## src/rtl/display_pkg.sv

```systemverilog
// Shared constants for the two-digit display scanner: segment patterns,
// digit-select encodings and the scan-state type.
package display_pkg;

   typedef enum logic {
      ST_BLANK = 1'b0,
      ST_SHOW  = 1'b1
   } scan_state_e;

   // Segment order is {g,f,e,d,c,b,a}, active-high.
   localparam logic [6:0] SEG_0    = 7'h3F;
   localparam logic [6:0] SEG_1    = 7'h06;
   localparam logic [6:0] SEG_2    = 7'h5B;
   localparam logic [6:0] SEG_3    = 7'h4F;
   localparam logic [6:0] SEG_4    = 7'h66;
   localparam logic [6:0] SEG_5    = 7'h6D;
   localparam logic [6:0] SEG_6    = 7'h7D;
   localparam logic [6:0] SEG_7    = 7'h07;
   localparam logic [6:0] SEG_8    = 7'h7F;
   localparam logic [6:0] SEG_9    = 7'h6F;
   localparam logic [6:0] SEG_DASH = 7'h40;
   localparam logic [6:0] SEG_OFF  = 7'h00;

   localparam logic DIGIT_UNITS = 1'b0;
   localparam logic DIGIT_TENS  = 1'b1;

endpackage

```

## src/rtl/display_scanner_bcd_to_7seg.sv

```systemverilog
// Pure combinational BCD to 7-segment decoder; any non-BCD nibble
// renders as a dash so corrupted counts are visibly flagged.
module bcd_to_7seg
   import display_pkg::*;
(
   input  logic [3:0] bcd,
   output logic [6:0] seg
);

   always_comb begin
      seg = SEG_DASH;
      case (bcd)
         4'd0:    seg = SEG_0;
         4'd1:    seg = SEG_1;
         4'd2:    seg = SEG_2;
         4'd3:    seg = SEG_3;
         4'd4:    seg = SEG_4;
         4'd5:    seg = SEG_5;
         4'd6:    seg = SEG_6;
         4'd7:    seg = SEG_7;
         4'd8:    seg = SEG_8;
         4'd9:    seg = SEG_9;
         default: seg = SEG_DASH;
      endcase
   end

endmodule

```

## src/rtl/display_scanner.sv

```systemverilog
// Two-digit multiplexed 7-segment scanner: shadows the BCD result on load and
// alternates units/tens on a shared segment bus with an anti-ghosting blank gap.
module display_scanner
   import display_pkg::*;
#(
   parameter logic [7:0]  REFRESH_DIV   = 8'd100,
   parameter int unsigned BLANK_CYCLES  = 2,
   parameter bit          BLANK_LEADING = 1'b1
) (
   input  logic       clk,
   input  logic       reset,
   input  logic       load,
   input  logic [3:0] ten_count,
   input  logic [3:0] unit_count,
   output logic [6:0] segments,
   output logic       digit
);

   localparam int CW = $clog2(REFRESH_DIV);
   localparam logic [CW-1:0] CNT_LAST   = CW'(REFRESH_DIV - 8'd1);
   localparam logic [CW-1:0] BLANK_LAST = CW'(BLANK_CYCLES - 1);

   logic [3:0]    shadow_tens;
   logic [3:0]    shadow_units;
   logic [CW-1:0] cnt;
   logic [CW-1:0] cnt_next;
   scan_state_e   state;
   scan_state_e   state_next;
   logic          digit_next;
   logic [3:0]    sel_nibble;
   logic [6:0]    dec_seg;
   logic          leading_blank;
   logic [6:0]    segments_next;

   // Slot sequencing: every slot opens in BLANK, then switches to SHOW once the
   // gap has elapsed; the last count of a slot hands over to the other digit.
   always_comb begin
      cnt_next   = cnt + 1'b1;
      state_next = state;
      digit_next = digit;
      if (cnt == CNT_LAST) begin
         cnt_next   = '0;
         digit_next = ~digit;
         state_next = (BLANK_CYCLES == 0) ? ST_SHOW : ST_BLANK;
      end else if (state == ST_BLANK) begin
         if ((BLANK_CYCLES == 0) || (cnt == BLANK_LAST)) begin
            state_next = ST_SHOW;
         end
      end
   end

   // Decode looks at the digit and state being entered, so segments and digit
   // update on the same edge and the bus is dark whenever the digit toggles.
   always_comb begin
      sel_nibble    = (digit_next == DIGIT_TENS) ? shadow_tens : shadow_units;
      leading_blank = BLANK_LEADING && (digit_next == DIGIT_TENS) && (shadow_tens == 4'd0);
      segments_next = SEG_OFF;
      if ((state_next == ST_SHOW) && !leading_blank) begin
         segments_next = dec_seg;
      end
   end

   bcd_to_7seg u_decoder (
      .bcd (sel_nibble),
      .seg (dec_seg)
   );

   // Reset dominates load so a frame in progress is discarded completely.
   always_ff @(posedge clk) begin
      if (!reset) begin
         shadow_tens  <= 4'd0;
         shadow_units <= 4'd0;
         cnt          <= '0;
         state        <= ST_BLANK;
         digit        <= DIGIT_UNITS;
         segments     <= SEG_OFF;
      end else begin
         if (load) begin
            shadow_tens  <= ten_count;
            shadow_units <= unit_count;
         end
         cnt      <= cnt_next;
         state    <= state_next;
         digit    <= digit_next;
         segments <= segments_next;
      end
   end

endmodule

```

## config.mk

```make
export PLATFORM = sky130hd
export DESIGN_NAME = display_scanner
export DESIGN_NICKNAME = d
export VERILOG_FILES = /design/src/rtl/display_pkg.sv /design/src/rtl/display_scanner_bcd_to_7seg.sv /design/src/rtl/display_scanner.sv
export SDC_FILE = /design/constraint.sdc
export NUM_CORES = 1
export LEC_CHECK = 0
export BUFFER_PORTS_ARGS = -buffer_cell sky130_fd_sc_hd__buf_2
export CORE_AREA = 5 5 80 82
export DETAILED_ROUTE_END_ITERATION = 8
export DIE_AREA = 0 0 85 87
export PLACE_DENSITY = 0.53
export SLEW_MARGIN = 40
export SYNTH_ARGS = -nofsm -noshare
export SYNTH_HDL_FRONTEND = slang
export SYNTH_SLANG_ARGS = --single-unit
```

## constraint.sdc

```tcl
create_clock -name clk -period 3.1 [get_ports clk]
set_input_delay 0.465 -clock clk [delete_from_list [all_inputs] [get_ports clk]]
set_output_delay 0.465 -clock clk [all_outputs]
set_load 0.02 [all_outputs]
```

==> parameters.txt <==
Parameter                              Value

GRT
  Antenna violations before repair ... 0
  Pin count of the biggest net entering global routing ... 15
  Total GRT Usage ... 0.0824
  Vias in the first global route ... 1086
  First-pass GRT wire length ... 4920 microns
  Total gr overflow ... 0

Clock network
  Number of clock buffers inserted by TritonCTS ... 3
  Clock transition at the register clock pins on the worst setup and hold paths after CTS ... 0.09 ns
  CTS root buf ... clkbuf_8
  Number of clock sinks seen by CTS ... 24
  Largest buffer count on any clock path ... 2
  Post-CTS Hold Fix Bufs ... 0
  Clock latency reported for the late side of the worst-skew pair ... 0.27 ns
  H-Tree Level Count ... 1
  TritonCTS clock tree ... yes

Timing
  Final period utilization ... 0.948
  Least-Margin Pin Slew ... 0.637 ns
  Final setup vio count ... 0
  Maximum clock skew at final layout ... 0.00642 ns
  Relative max-transition margin ... 0.573
  Count of pins over their slew limit ... 0
  Max Fclk ... 340 MHz
  Unrepaired setup endpoints after global routing ... false
  Total negative slack for setup checks ... 0 ns
  Crit path time final ... 2.94 ns
  Hold Violations, Final ... 0

Drt
  Post-Route WL ... 2850 microns
  Initial DRC Count ... 31
  Average detailed-routed wire length per instance ... 11.5 microns
  Number of nets still failing antenna checks after routing ... 0
  Post-detailed-route DRC marker count ... 0
  Iteration count of the initial detailed-routing pass ... 4
  Via density ... 4.57
  Via total after detailed routing ... 1134

Setup path
  Most frequent cell on the critical path ... or3b_2
  Critical path start-end classification ... flop to flop
  Data required time of the critical path ... 3.24 ns
  Maximum fanout along the worst path ... 4
  Cell chain of the critical path ... or3_4, or3_1, and2_4, mux2_2, inv_1, ha_1, or3b_2, a211oi_2, nor2_1, or3b_2, a21oi_1
  Critical path's top delay family ... simple AND/OR/NAND/NOR gates
  Buffering stage count on the worst path with inverters included ... 1
  Worst setup SP type ... flop
  Type of destination of the critical path ... flop
  Slowest stage cell, crit path ... or3b_2
  Arrival time of data at the critical path endpoint ... 3.08 ns
  Critical path's largest stage delay ... 0.47 ns

Yosys
  Synthesized-area fraction occupied by ao, oa, aoi and oai cells ... 0.165
  Largest area contributor in the netlist ... dfxtp_1
  Number of instances in the synthesized netlist ... 152
  Predominant post-synthesis flop cell ... dfxtp_1
  Adder and majority cell fraction of the synthesized area ... 0.0373
  Number of flip-flops and latches in the synthesized netlist ... 24
  Syn Nets ... 167
  EDFF count, synth ... 0
  Mean Syn Cell Area ... 8.82 sq um
  Fraction of synthesized cell area in xor and xnor cells ... 0.0196
  Top-area cell type share of the netlist area ... 0.359
  Portion of netlist area occupied by mux cells ... 0.0980
  Top cells by area, synth ... dfxtp_1 36%, mux2i_1 6.7%, nor2b_1 4.7%
  Sequential area share after synthesis ... 0.359
  Area fraction in and, or, nand and nor cells after synthesis ... 0.276
  Number of unique standard cell types used by synthesis ... 44
  Share of async-settable or async-resettable flops after synthesis ... 0
  Dominant combinational cell family by area after synthesis ... simple AND/OR/NAND/NOR gates
  Synth Warn # ... 0
  Total standard cell area after synthesis ... 1340 sq um

Floorplanning
  Floorplan Core Area ... 5680 sq um
  Die outline width ... 85 microns
  Die boundary height ... 87 microns
  Top Ports ... 19
  Area of the die ... 7400 sq um
  Floorplan row count ... 28
  Starting density of the core ... 0.236

Final layout
  Filler instances ... 643
  Antenna diode instance count ... 0
  Count of nets after finishing ... 189
  Layout overhead on the synthesized area ... 19.8%
  Layout cells sized above 1 ... 0.237

Status
  Status ... finished clean

Power
  Overall power ... 0.719 mW
  Cell leakage power ... 0.657 nW
  Peak supply drop ... 0.172 mV
  Power density normalized to cell area ... 448 nW/um^2

Place
  Number of input and output port buffers inserted ... 18
  Routability congestion estimate ... 0.768
  Estimated wirelength of the detail-placed design ... 2240 microns

Worst hold path
  Type of the tightest min-delay check ... input pin to flop

Job
  Number of maximum-capacitance violations ... 0
-- worst register-to-register path, cell delays in order (launching register included) --
cell      delay (ns)
dfxtp_1         0.35
or3_4           0.41
or3_1           0.37
and2_4          0.18
mux2_2          0.28
inv_1           0.06
ha_1            0.18
or3b_2          0.47
a211oi_2        0.21
nor2_1          0.06
or3b_2          0.20
a21oi_1         0.05
-- final cells by class --
type                       instances  area [sq um]  share of cell area
multi-input combinational        116           810               0.504
sequential                        24           480               0.299
timing repair buffer              23           128              0.0795
tap                               75          93.8              0.0585
clock buffer                       3          41.3              0.0257
clock inverter                     1          30.0              0.0187
inverter                           6          22.5              0.0140
-- state kept, by name, indices dropped and copies added, names as in the netlist --
register      cells
shadow_tens       4
segments          7
cnt               7
state             1
digit             1
shadow_units      4
-- cells in the final DEF (no fill, tap or decap), drive strengths merged, types with 2 or more instances in the layout --
cell type,Yosys,final
nand3b,2,2
a211oi,3,3
ha,4,4
a21oi,5,5
and3,2,2
o21a,2,2
xnor2,2,2
nand2b,4,4
inv,6,6
nor3,2,2
o21ai,8,8
nor2,14,14
a221oi,2,2
o31ai,2,2
mux2,3,3
mux2i,9,9
nand3,4,4
buf,2,23
nor2b,10,10
nor3b,2,2
and2,5,5
clkbuf,4,3
dfxtp,24,24
or3,4,4
a2111oi,3,3
or3b,3,3
nand2,9,9
-- layer usage --
metal / share of wire / track usage / up-vias
met5: 0 / 0 / -
met4: 0.021 / 0.0388 / 0
met3: 0.044 / 0.0227 / 7
met2: 0.46 / 0.136 / 16
met1: 0.47 / 0.0989 / 528
li1: - / - / 583
-- where the power goes --
| part | switching (mW) | internal (mW) |
|---|---|---|
| Clock | 0.100 | 0.173 |
| Combinational | 0.0556 | 0.0477 |
| Sequential | 0.0155 | 0.328 |
| Total | 0.171 | 0.548 |
-- final timing paths --
path / from / endpoint / slack (ns) / depth (start not counted)
max: cnt[4] / segments[3] / 0.16 / 11
min: unit_count[2] / shadow_units[2] / 0.45 / 3
max reg2reg: cnt[4] / segments[3] / 0.16 / 11
min reg2reg: state / state / 0.47 / 2
-- what timing repair did --
| item | in CTS | in global routing |
|---|---|---|
| setup endpoints to repair | 0 | 1 |
| setup buffers | 0 | 0 |
| gates resized for setup | 0 | 3 |
-- cells in the mapped netlist, drive strengths merged (2+ instances only) --
| library cell | count |
|---|---|
| nand2 | 9 |
| nand2b | 4 |
| buf | 2 |
| a21oi | 5 |
| dfxtp | 24 |
| clkbuf | 4 |
| a2111oi | 3 |
| nand3b | 2 |
| mux2 | 3 |
| inv | 6 |
| o21a | 2 |
| nor3b | 2 |
| o31ai | 2 |
| ha | 4 |
| or3 | 4 |
| xnor2 | 2 |
| o21ai | 8 |
| nand3 | 4 |
| mux2i | 9 |
| nor2b | 10 |
| a221oi | 2 |
| nor2 | 14 |
| and2 | 5 |
| or3b | 3 |
| nor3 | 2 |
| a211oi | 3 |
| and3 | 2 |
-- kinds of logic after synthesis --
| kind of cell | Yosys count |
|---|---|
| compound gates | 31 |
| xor+xnor | 3 |
| fa+ha+maj | 4 |
| buf+inv | 12 |
| flops | 24 |
| mux | 12 |
| simple gates | 66 |
-- metrics by stage --
| stage | utilization | hold WS, ns | cells | worst slack, ns | area [sq um] |
|---|---|---|---|---|---|
| finish | 0.283 | 0.450 | 248 | 0.161 | 1610 |
| detailed placement | 0.269 | 0.449 | 244 | 0.124 | 1520 |
| floorplan | - | 0.424 | 152 | 0.0361 | 1340 |
| CTS | 0.281 | 0.441 | 248 | 0.0983 | 1600 |
| global route | 0.283 | 0.464 | 248 | 0.0188 | 1610 |
| global placement | 0.269 | 0.451 | 244 | 0.163 | 1520 |
(Power assumes the default switching activity.)
